`src/rtl/fp32_pkg.sv`:
```
// fp32_pkg: constants and encodings shared by the fp32 multiplier and divider
package fp32_pkg;

    localparam int EXP_BIAS = 127;
    localparam int EXP_MAX  = 255;
    localparam logic [31:0] QNAN    = 32'h7FC00000;
    localparam logic [31:0] POS_INF = 32'h7F800000;

    // One accept cycle, one unpack cycle, QBITS divide cycles, one round cycle
    localparam int LATENCY = 29;
    localparam int QBITS   = LATENCY - 3;

    typedef enum logic [1:0] {IDLE, UNPACK, DIV, ROUND} div_state_e;

    typedef enum logic [1:0] {CLS_ZERO, CLS_NORMAL, CLS_INF, CLS_NAN} fp_class_e;

endpackage

```
`src/rtl/fp32_unpack.sv`:
```
// fp32_unpack: classify one IEEE-754 single and split it into sign, exponent and 24-bit significand
module fp32_unpack
    import fp32_pkg::*;
(
    input  logic [31:0] x,
    output logic        sign,
    output logic [7:0]  expo,
    output logic [23:0] man,
    output logic [1:0]  cls
);

    // Denormals have no hidden bit and are classed as zero
    always_comb begin
        sign = x[31];
        expo = x[30:23];
        man  = {expo != 8'd0, x[22:0]};
        cls  = (expo == 8'd0) ? CLS_ZERO :
               (expo != 8'(EXP_MAX)) ? CLS_NORMAL :
               (x[22:0] == 23'd0) ? CLS_INF : CLS_NAN;
    end

endmodule

```
`src/rtl/fp32_iter_divider.sv`:
```
// fp32_iter_divider: fixed-latency radix-2 restoring fp32 divider, Q = A / B, round-to-nearest-even
module fp32_iter_divider
    import fp32_pkg::*;
(
    input  logic        clk,
    input  logic        rst,
    input  logic        start,
    input  logic [31:0] A,
    input  logic [31:0] B,
    output logic        busy,
    output logic        done,
    output logic [31:0] Q,
    output logic        invalid,
    output logic        div_by_zero,
    output logic        overflow,
    output logic        underflow
);

    div_state_e state, state_nx;
    logic [31:0] a_r, b_r;
    logic sa, sb;
    logic [7:0] ea, eb;
    logic [23:0] ma, mb;
    logic [1:0] ca, cb;
    logic signed [9:0] exp_r, exp_fin;
    logic [24:0] rem_r, sum;
    logic [25:0] q_r;
    logic [4:0] cnt_r;
    logic ge, sign, norm, rnd, sticky, up;
    logic [23:0] rem_sub, sig;
    logic [22:0] frac;
    logic is_inv, is_inf, is_dbz, is_zero, is_ovf, is_unf;
    logic [31:0] q_nx;

    fp32_unpack u_a (.x(a_r), .sign(sa), .expo(ea), .man(ma), .cls(ca));
    fp32_unpack u_b (.x(b_r), .sign(sb), .expo(eb), .man(mb), .cls(cb));

    always_ff @(posedge clk)
        state <= rst ? IDLE : state_nx;

    always_comb begin
        state_nx = state;
        state_nx = (state == IDLE) ? (start ? UNPACK : IDLE) :
                   (state == UNPACK) ? DIV :
                   (state == DIV) ? ((cnt_r == 5'(QBITS - 1)) ? ROUND : DIV) : IDLE;
    end

    assign busy = (state != IDLE);

    always_comb begin
        ge      = rem_r >= {1'b0, mb};
        rem_sub = ge ? 24'(rem_r - {1'b0, mb}) : rem_r[23:0];
        sign    = sa ^ sb;
        // Quotient lies in (1/2, 2); a clear integer bit costs one exponent step
        norm    = q_r[25];
        sig     = norm ? q_r[25:2] : q_r[24:1];
        rnd     = norm ? q_r[1] : q_r[0];
        sticky  = (norm & q_r[0]) | (rem_r != 25'd0);
        up      = rnd & (sticky | sig[0]);
        sum     = {1'b0, sig} + 25'(up);
        frac    = sum[24] ? sum[23:1] : sum[22:0];
        exp_fin = exp_r - 10'(!norm) + 10'(sum[24]);
        is_inv  = ca == CLS_NAN || cb == CLS_NAN || (ca == CLS_ZERO && cb == CLS_ZERO) ||
                  (ca == CLS_INF && cb == CLS_INF);
        is_inf  = !is_inv && (ca == CLS_INF || cb == CLS_ZERO);
        is_dbz  = is_inf && ca == CLS_NORMAL;
        is_zero = !is_inv && !is_inf && (ca == CLS_ZERO || cb == CLS_INF);
        is_ovf  = !(is_inv || is_inf || is_zero) && exp_fin >= $signed(10'(EXP_MAX));
        is_unf  = !(is_inv || is_inf || is_zero) && exp_fin <= 10'sd0;
        q_nx    = is_inv ? QNAN :
                  (is_inf || is_ovf) ? (POS_INF | {sign, 31'd0}) :
                  (is_zero || is_unf) ? {sign, 31'd0} : {sign, exp_fin[7:0], frac};
    end

    always_ff @(posedge clk) begin
        if (rst) begin
            a_r         <= '0;
            b_r         <= '0;
            exp_r       <= '0;
            rem_r       <= '0;
            q_r         <= '0;
            cnt_r       <= '0;
            done        <= 1'b0;
            Q           <= '0;
            invalid     <= 1'b0;
            div_by_zero <= 1'b0;
            overflow    <= 1'b0;
            underflow   <= 1'b0;
        end else begin
            done <= (state == ROUND);
            if (state == IDLE && start) begin
                a_r <= A;
                b_r <= B;
            end
            if (state == UNPACK) begin
                exp_r <= {2'b00, ea} - {2'b00, eb} + 10'(EXP_BIAS);
                rem_r <= {1'b0, ma};
                q_r   <= '0;
                cnt_r <= '0;
            end
            if (state == DIV) begin
                rem_r <= {rem_sub, 1'b0};
                q_r   <= {q_r[24:0], ge};
                cnt_r <= cnt_r + 5'd1;
            end
            if (state == ROUND) begin
                Q           <= q_nx;
                invalid     <= is_inv;
                div_by_zero <= is_dbz;
                overflow    <= is_ovf;
                underflow   <= is_unf;
            end
        end
    end

endmodule

```
`config.mk`:
```
export PLATFORM = sky130hd
export DESIGN_NAME = fp32_iter_divider
export DESIGN_NICKNAME = d
export VERILOG_FILES = /design/src/rtl/fp32_pkg.sv /design/src/rtl/fp32_unpack.sv /design/src/rtl/fp32_iter_divider.sv
export SDC_FILE = /design/constraint.sdc
export NUM_CORES = 1
export LEC_CHECK = 0
export BUFFER_PORTS_ARGS = -buffer_cell sky130_fd_sc_hd__buf_4
export CAP_MARGIN = 5
export CORE_ASPECT_RATIO = 1.4
export CORE_MARGIN = 2
export CORE_UTILIZATION = 60
export CTS_BUF_LIST = sky130_fd_sc_hd__clkbuf_4 sky130_fd_sc_hd__clkbuf_8 sky130_fd_sc_hd__clkbuf_16
export DETAILED_ROUTE_END_ITERATION = 7
export PLACE_DENSITY = 0.81
export RECOVER_POWER = 50
export SYNTH_ARGS = -nofsm -noshare
export SYNTH_HDL_FRONTEND = slang
export SYNTH_SLANG_ARGS = --single-unit
```
`constraint.sdc`:
```
create_clock -name clk -period 10.2 [get_ports clk]
set_input_delay 2.04 -clock clk [delete_from_list [all_inputs] [get_ports clk]]
set_output_delay 2.04 -clock clk [all_outputs]
set_load 0.02 [all_outputs]
```
Word level (Yosys, flattened, before mapping)
Cells that the tools add are included.

word-level totals
  input port bits = 67
  word-level logic and storage cells = 99
  output and inout port bits = 38
  register bits = 169

operators by class
  add/subtract/negate cells = 7
  bitwise gates (word level) = 5
  eq/ne operators = 11
  reductions and logical operators = 35
  magnitude comparators = 3
  multiplexer cells = 24

operators by type and width
  cell                                                   number
  two-way mux 31 bit                                     2
  two-way mux 26 bit                                     2
  two-way mux 25 bit                                     2
  two-way mux 24 bit                                     2
  zero test 23 bit                                       2
  two-way mux 32 bit                                     1
  adder 24 x 1 -> 25 bit                                 1
  >= comparator 25 x 24 -> 1 bit                         1
  nonzero test 25 bit                                    1
  subtractor 24 bit                                      1
  two-way mux 23 bit                                     1
  zero test 8 bit                                        2
  inequality test 8 bit (second input constant)          2
  nonzero test 8 bit                                     2
  two-way mux 2 bit                                      7
  == test 2 bit (second input constant)                  6
  adder 10 x 1 -> 10 bit                                 1
  adder 9 x 8 -> 10 bit (second input constant)          1
  >= comparator 10 x 9 -> 1 bit (second input constant)  1
  <= comparator 10 x 1 -> 1 bit (second input constant)  1
  two-way mux 5 bit                                      2
  subtractor 10 x 1 -> 10 bit                            1
  logical AND 1 bit                                      9
  logical OR 1 bit                                       9
  12 further kinds                                       25

Logic depth before layout (Yosys ltp)
  depth after elaboration = 20
  mapped depth = 30
  mapped depth without buffers = 22

Cells and area by module
From an unflattened synthesis, not the netlist that was laid out.

second synthesis, totals
  cells, all modules = 1351
  area, all modules = 10487.6 um2

modules (own cells, without submodules)
  module             sequential area each (um2)  instances  cells an instance  area each (um2)
  fp32_iter_divider  3383.2                      1          1257               9809.4
  fp32_unpack        0.0                         2          47                 339.1

Least setup slack after synthesis
OpenSTA, ideal clock, no wires.

  kind = register to register
  from = register q_r[25]
  to = register Q[17]
  setup time = 0.096 ns
  data required time = 10.104 ns
  clock period less this slack = 5.658 ns
  arrival time = 5.563 ns
  path buffers = 8
  cell stages (with the launch flop) = 31
  slack = 4.542 ns
  cell sequence = dfxtp_1 -> buf_6 -> buf_2 -> clkbuf_1 -> clkbuf_1 -> nand2_1 -> a21boi_0 -> ha_1 -> nand2_1 -> a2111oi_4 -> nand4_1 -> nor2_1 -> and2_1 -> buf_2 -> buf_2 -> inv_1 -> ha_1 -> inv_1 -> ha_1 -> inv_1 -> fa_1 -> nand2b_1 -> a21oi_1 -> o32a_1 -> a21oi_1 -> a41oi_1 -> o31a_1 -> buf_4 -> nand3_4 -> buf_6 -> o41ai_2

on the way
  cells in the longest elaborated chain, start to end = 12
  elaborated cells on any way between the ends = 20
  those cells by class = add/sub (3); order compare (2); mux (6); bitwise (4); reduce/logical (5)

RTL lines
  item                           line                      text
  start: declaration             fp32_iter_divider.sv:27   logic [25:0] q_r;
  start signal: assignment       fp32_iter_divider.sv:103  q_r <= {q_r[24:0], ge};
  AND 1 bit                      fp32_iter_divider.sv:58   sticky = (norm & q_r[0]) | (rem_r != 25'd0);
  OR 1 bit                       fp32_iter_divider.sv:58
  OR 1 bit                       fp32_iter_divider.sv:59   up = rnd & (sticky | sig[0]);
  AND 1 bit                      fp32_iter_divider.sv:59
  adder 24 x 1 -> 25 bit         fp32_iter_divider.sv:60   sum = {1'b0, sig} + 25'(up);
  adder 10 x 1 -> 10 bit         fp32_iter_divider.sv:62   exp_fin = exp_r - 10'(!norm) + 10'(sum[24]);
  <= comparator 10 x 1 -> 1 bit  fp32_iter_divider.sv:69   is_unf = !(is_inv || is_inf || is_zero) && exp_fin <= 10'sd0;
  logical AND 1 bit              fp32_iter_divider.sv:69
  logical OR 1 bit               fp32_iter_divider.sv:72   (is_zero || is_unf) ? {sign, 31'd0} : {sign, exp_fin[7:0], frac};
  two-way mux 31 bit             fp32_iter_divider.sv:72
  two-way mux 31 bit *           fp32_iter_divider.sv:71   (is_inf || is_ovf) ? (POS_INF | {sign, 31'd0}) :
  two-way mux 32 bit *           fp32_iter_divider.sv:70   q_nx = is_inv ? QNAN :
  end signal: assignment         fp32_iter_divider.sv:107  Q <= q_nx;
  end: declaration               fp32_iter_divider.sv:12   output logic [31:0] Q,

Every way passes the cells marked *; elsewhere a longest branch is shown, timed or not.
A chain may end at the register's enable or synchronous reset.

==> summary.txt <==
Status
  – Status: finished, violations left
  – Failing checks: capacitance limit, slew limit

Clock network
  – Cts bufs inserted: 17
  – Clock Tree Buf Depth: 2
  – CTS tree: built
  – Post-CTS Setup Bufs: 0
  – Clock sinks: 169
  – Number of H-tree levels: 4
  – Clk slew on worst S/H paths: roughly 60 ps
  – Clk root buf: clkbuf_16
  – Cts hold-fix bufs: 0
  – Clock latency on the worst-skew pair: ~440 ps
  – Post-CTS sizing: 0

Critical path
  – Crit. End Element: flip-flop
  – Buf+Inv Stages, Crit Path: 2
  – Most numerous cell on the critical path: clkbuf_1
  – CP Class: primary input to flip-flop
  – WP data required: 10530 ps
  – Cell family with the largest share of critical-path delay: buffers and inverters
  – Slowest stage delay, CP: between 2000 and 3000 ps
  – Arr. time, crit path: 7370 ps
  – Reg2Reg Depth: 23
  – FF-to-FF Start: q_r[25]
  – Worst R2R Setup Slack: slightly below 4000 ps
  – Slowest CP cell: clkbuf_1
  – Startpoint Class: primary input
  – Worst R2R End: Q[13]
  – CP cell instances: clkbuf_1, clkbuf_1, nor2_1, a32o_1, a21o_1
  – Critical path fanouts, max: 90
  – Instance count on the critical path: 5

Timing
  – Final Cycle Share: between 60 and 70%
  – Hold Vio Cnt, Final: 0
  – RSZ-0062 raised after global routing: false
  – Tmin final: roughly 7000 ps
  – Slack of the critical path: ~3200 ps
  – Clock skew: approximately 11 ps
  – Final Setup Violations: 0
  – F_max: approximately 140 MHz
  – Max-slew violations: 147
  – Max_slew headroom: -159%
  – Total negative setup slack: 0 ps
  – Tightest hold margin: 449 ps
  – Slew @ Worst Pin: 3880 ps

Yosys
  – Post-Synth XOR/XNOR Area: slightly below 4%
  – Register area share after synthesis: between 30% and 40%
  – Number of enable flip-flop cells after synthesis: 0
  – Main synth FF type: dfxtp_1
  – Post-Syn Area: about 10000 µm²
  – Average cell area after synthesis: ~7.5 µm²
  – Adder-cell area share of the yosys netlist: ~6.6%
  – Main combinational cell family by area after synthesis: simple AND/OR/NAND/NOR gates
  – Simple-gate share of the synthesized area: 25.5%
  – Mapped Nets: 1501
  – #FFs+latches synth: approximately 170
  – Fraction of the mapped netlist area in compound gates: 23.2%
  – Synth unique cells: a little over 80
  – Async S/R FF share, synth: 0%
  – Synth Warn #: 0
  – Synth Instances: 1381
  – Post-synthesis mux area share: under 10%

Detailed routing
  – DRC: 0
  – Post-Route WL: roughly 27 mm
  – Antenna-violating nets left: 0
  – Iteration-0 DRC Markers: between 800 and 900
  – TritonRoute pass-1 iters: 5
  – Avg Vias per Cell: ~6
  – Routed len/inst: between 15 and 20 µm
  – Via count: roughly 10000

Global routing
  – Largest net degree at the start of global routing: 91
  – Antenna violations before repair: 0
  – Overall routing resource usage: between 20% and 30%
  – Number of global-route vias before repair: about 9400
  – Total gr overflow: 0
  – First-pass GRT wire length: 44.3 mm

Die
  – Core area: about 17000 µm²
  – Die Span Y: approximately 160 µm
  – FP Rows: 56
  – Initial Utilization: 61.3%
  – Ports: between 100 and 150
  – Die outline width: 115 µm
  – Die ar.: around 18000 µm²

Power and ir drop
  – Power, Total: around 1800 µW
  – Leak: approximately 0.0043 µW
  – Power per cell area: between 150 and 200 nW/µm²
  – VDD IR max: between 80 and 90 µV

Job
  – Maximum capacitance violations: 2

Final layout
  – Most frequent cells in the layout: nand2_1, a21oi_1, dfxtp_1
  – Fill count: 1516
  – Diodes inserted: 0
  – Post-layout net count: roughly 1500
  – Syn-to-layout area delta: 11.4%
  – Commonest non-fill, non-tap cell in the layout: nand2_1
  – Ratio of cells with drive above 1 in the final layout: a little under a tenth

Place
  – DPL Wire Length: slightly below 20 mm
  – Gpl congestion: just over 0.9
  – Pre-CTS setup slack: 3940 ps
  – Port bufs: 104

Min path
  – Worst Hold Launch: Q[18]
  – Hold Path Class: flip-flop to flip-flop
  – Hold EP: Q[18]
  – Hold depth: 2
==> routing by layer <==
| metal | GRT usage [%] | part of all wire, % | up-vias |
|---|---|---|---|
| met1 | 34.3 | 40 | 4646 |
| met4 | 13.4 | 4.1 | 0 |
| met3 | 4.72 | 4.3 | 74 |
| met5 | 0 | 0 | - |
| met2 | 52.4 | 51 | 312 |
| li1 | - | - | 4987 |
==> cell families (layout without fill, tap and decap cells) <==
kind of cell	count (synthesis)	count (layout)
mux	19	19
flops	169	169
simple gates	566	566
fa+ha+maj	53	53
buf+inv	157	214
xor+xnor	45	45
compound gates	372	372
==> cells in the mapped netlist (4+ instances only) <==
cell type  number  share of area (%)
nand2_1       242                8.8
a21oi_1       172                8.3
dfxtp_1       169                 33
nor2_1        100                3.6
nand3_1        71                3.4
inv_1          69                2.5
clkbuf_1       56                2.0
ha_1           50                6.1
o21ai_0        47                2.3
a211oi_1       29                2.1
nor3_1         27                1.3
nor4_1         24                1.5
xnor2_1        22                1.9
xor2_1         22                1.9
nand4_1        21                1.3
a311oi_1       20                1.7
mux2i_1        17                1.6
nand2b_1       16               0.97
a21o_1         15                1.1
buf_1          14               0.51
o31ai_1        13               0.95
nor2b_1        11               0.67
or3_1          11               0.67
and3_1         10               0.61
a31oi_1         8               0.49
buf_2           8               0.39
o21a_1          8               0.58
and2_1          7               0.42
a21boi_0        6               0.44
o211ai_1        6               0.44
or2_2           5               0.30
and4_1          4               0.34
buf_4           4               0.29
o2111ai_1       4               0.34
==> final cells by class <==
class                      instances  area [µm²]  share of cell area, %
multi-input combinational       1055        6300                   54.9
sequential                       169        3380                   29.5
timing repair buffer             112         694                   6.04
clock buffer                      20         454                   3.95
inverter                          70         263                   2.29
tap                              203         254                   2.21
clock inverter                    12         136                   1.19
==> flip-flops by register name (all words and copies together) (netlist names), 2 cells and up <==
name	cells
q_r	26
cnt_r	5
exp_r	10
Q	32
a_r	32
b_r	32
state	2
rem_r	25
==> power breakdown <==
group          switching, µW  leakage, µW  internal, µW  total (µW)
clock                    277     0.000297           376         654
combinational            280      0.00263           185         465
sequential              28.3      0.00138           686         715
==> stage by stage <==
step | util, % | instance area (µm²) | cells
CTS | 69.2 | 11600 | 1641
global route | 68.3 | 11500 | 1641
finish | 68.3 | 11500 | 1641
floorplan | - | 10300 | 1381
detailed placement | 65.7 | 11000 | 1609
global placement | 65.7 | 11000 | 1609
==> how the worst max path moves through the flow <==
stage / startpoint / endpoint / slack (ps)
after global routing: rst / rem_r[24] / 2640
after CTS: q_r[25] / Q[15] / 3940
after detailed placement: q_r[25] / Q[13] / 3940
after floorplan: q_r[25] / Q[17] / 4540
final: rst / rem_r[24] / 3160
after global placement: q_r[25] / Q[13] / 4170
==> worst register-to-register path: stages, from the launching register on <==
cell and delay, ps:
dfxtp_2 310, buf_4 440, nand2_1 100, a21boi_0 210, ha_1 250, nand2_1 120, a2111oi_4 400, nand4_1 260
nor2_1 230, and2_1 560, inv_1 110, ha_1 290, inv_1 50, ha_1 180, inv_1 60, fa_1 410
nand2b_1 190, a21oi_1 230, o32a_1 260, a21oi_1 100, a41oi_1 330, o31a_1 480, nand3_4 280, o41ai_1 390
(Power assumes the default switching activity.)
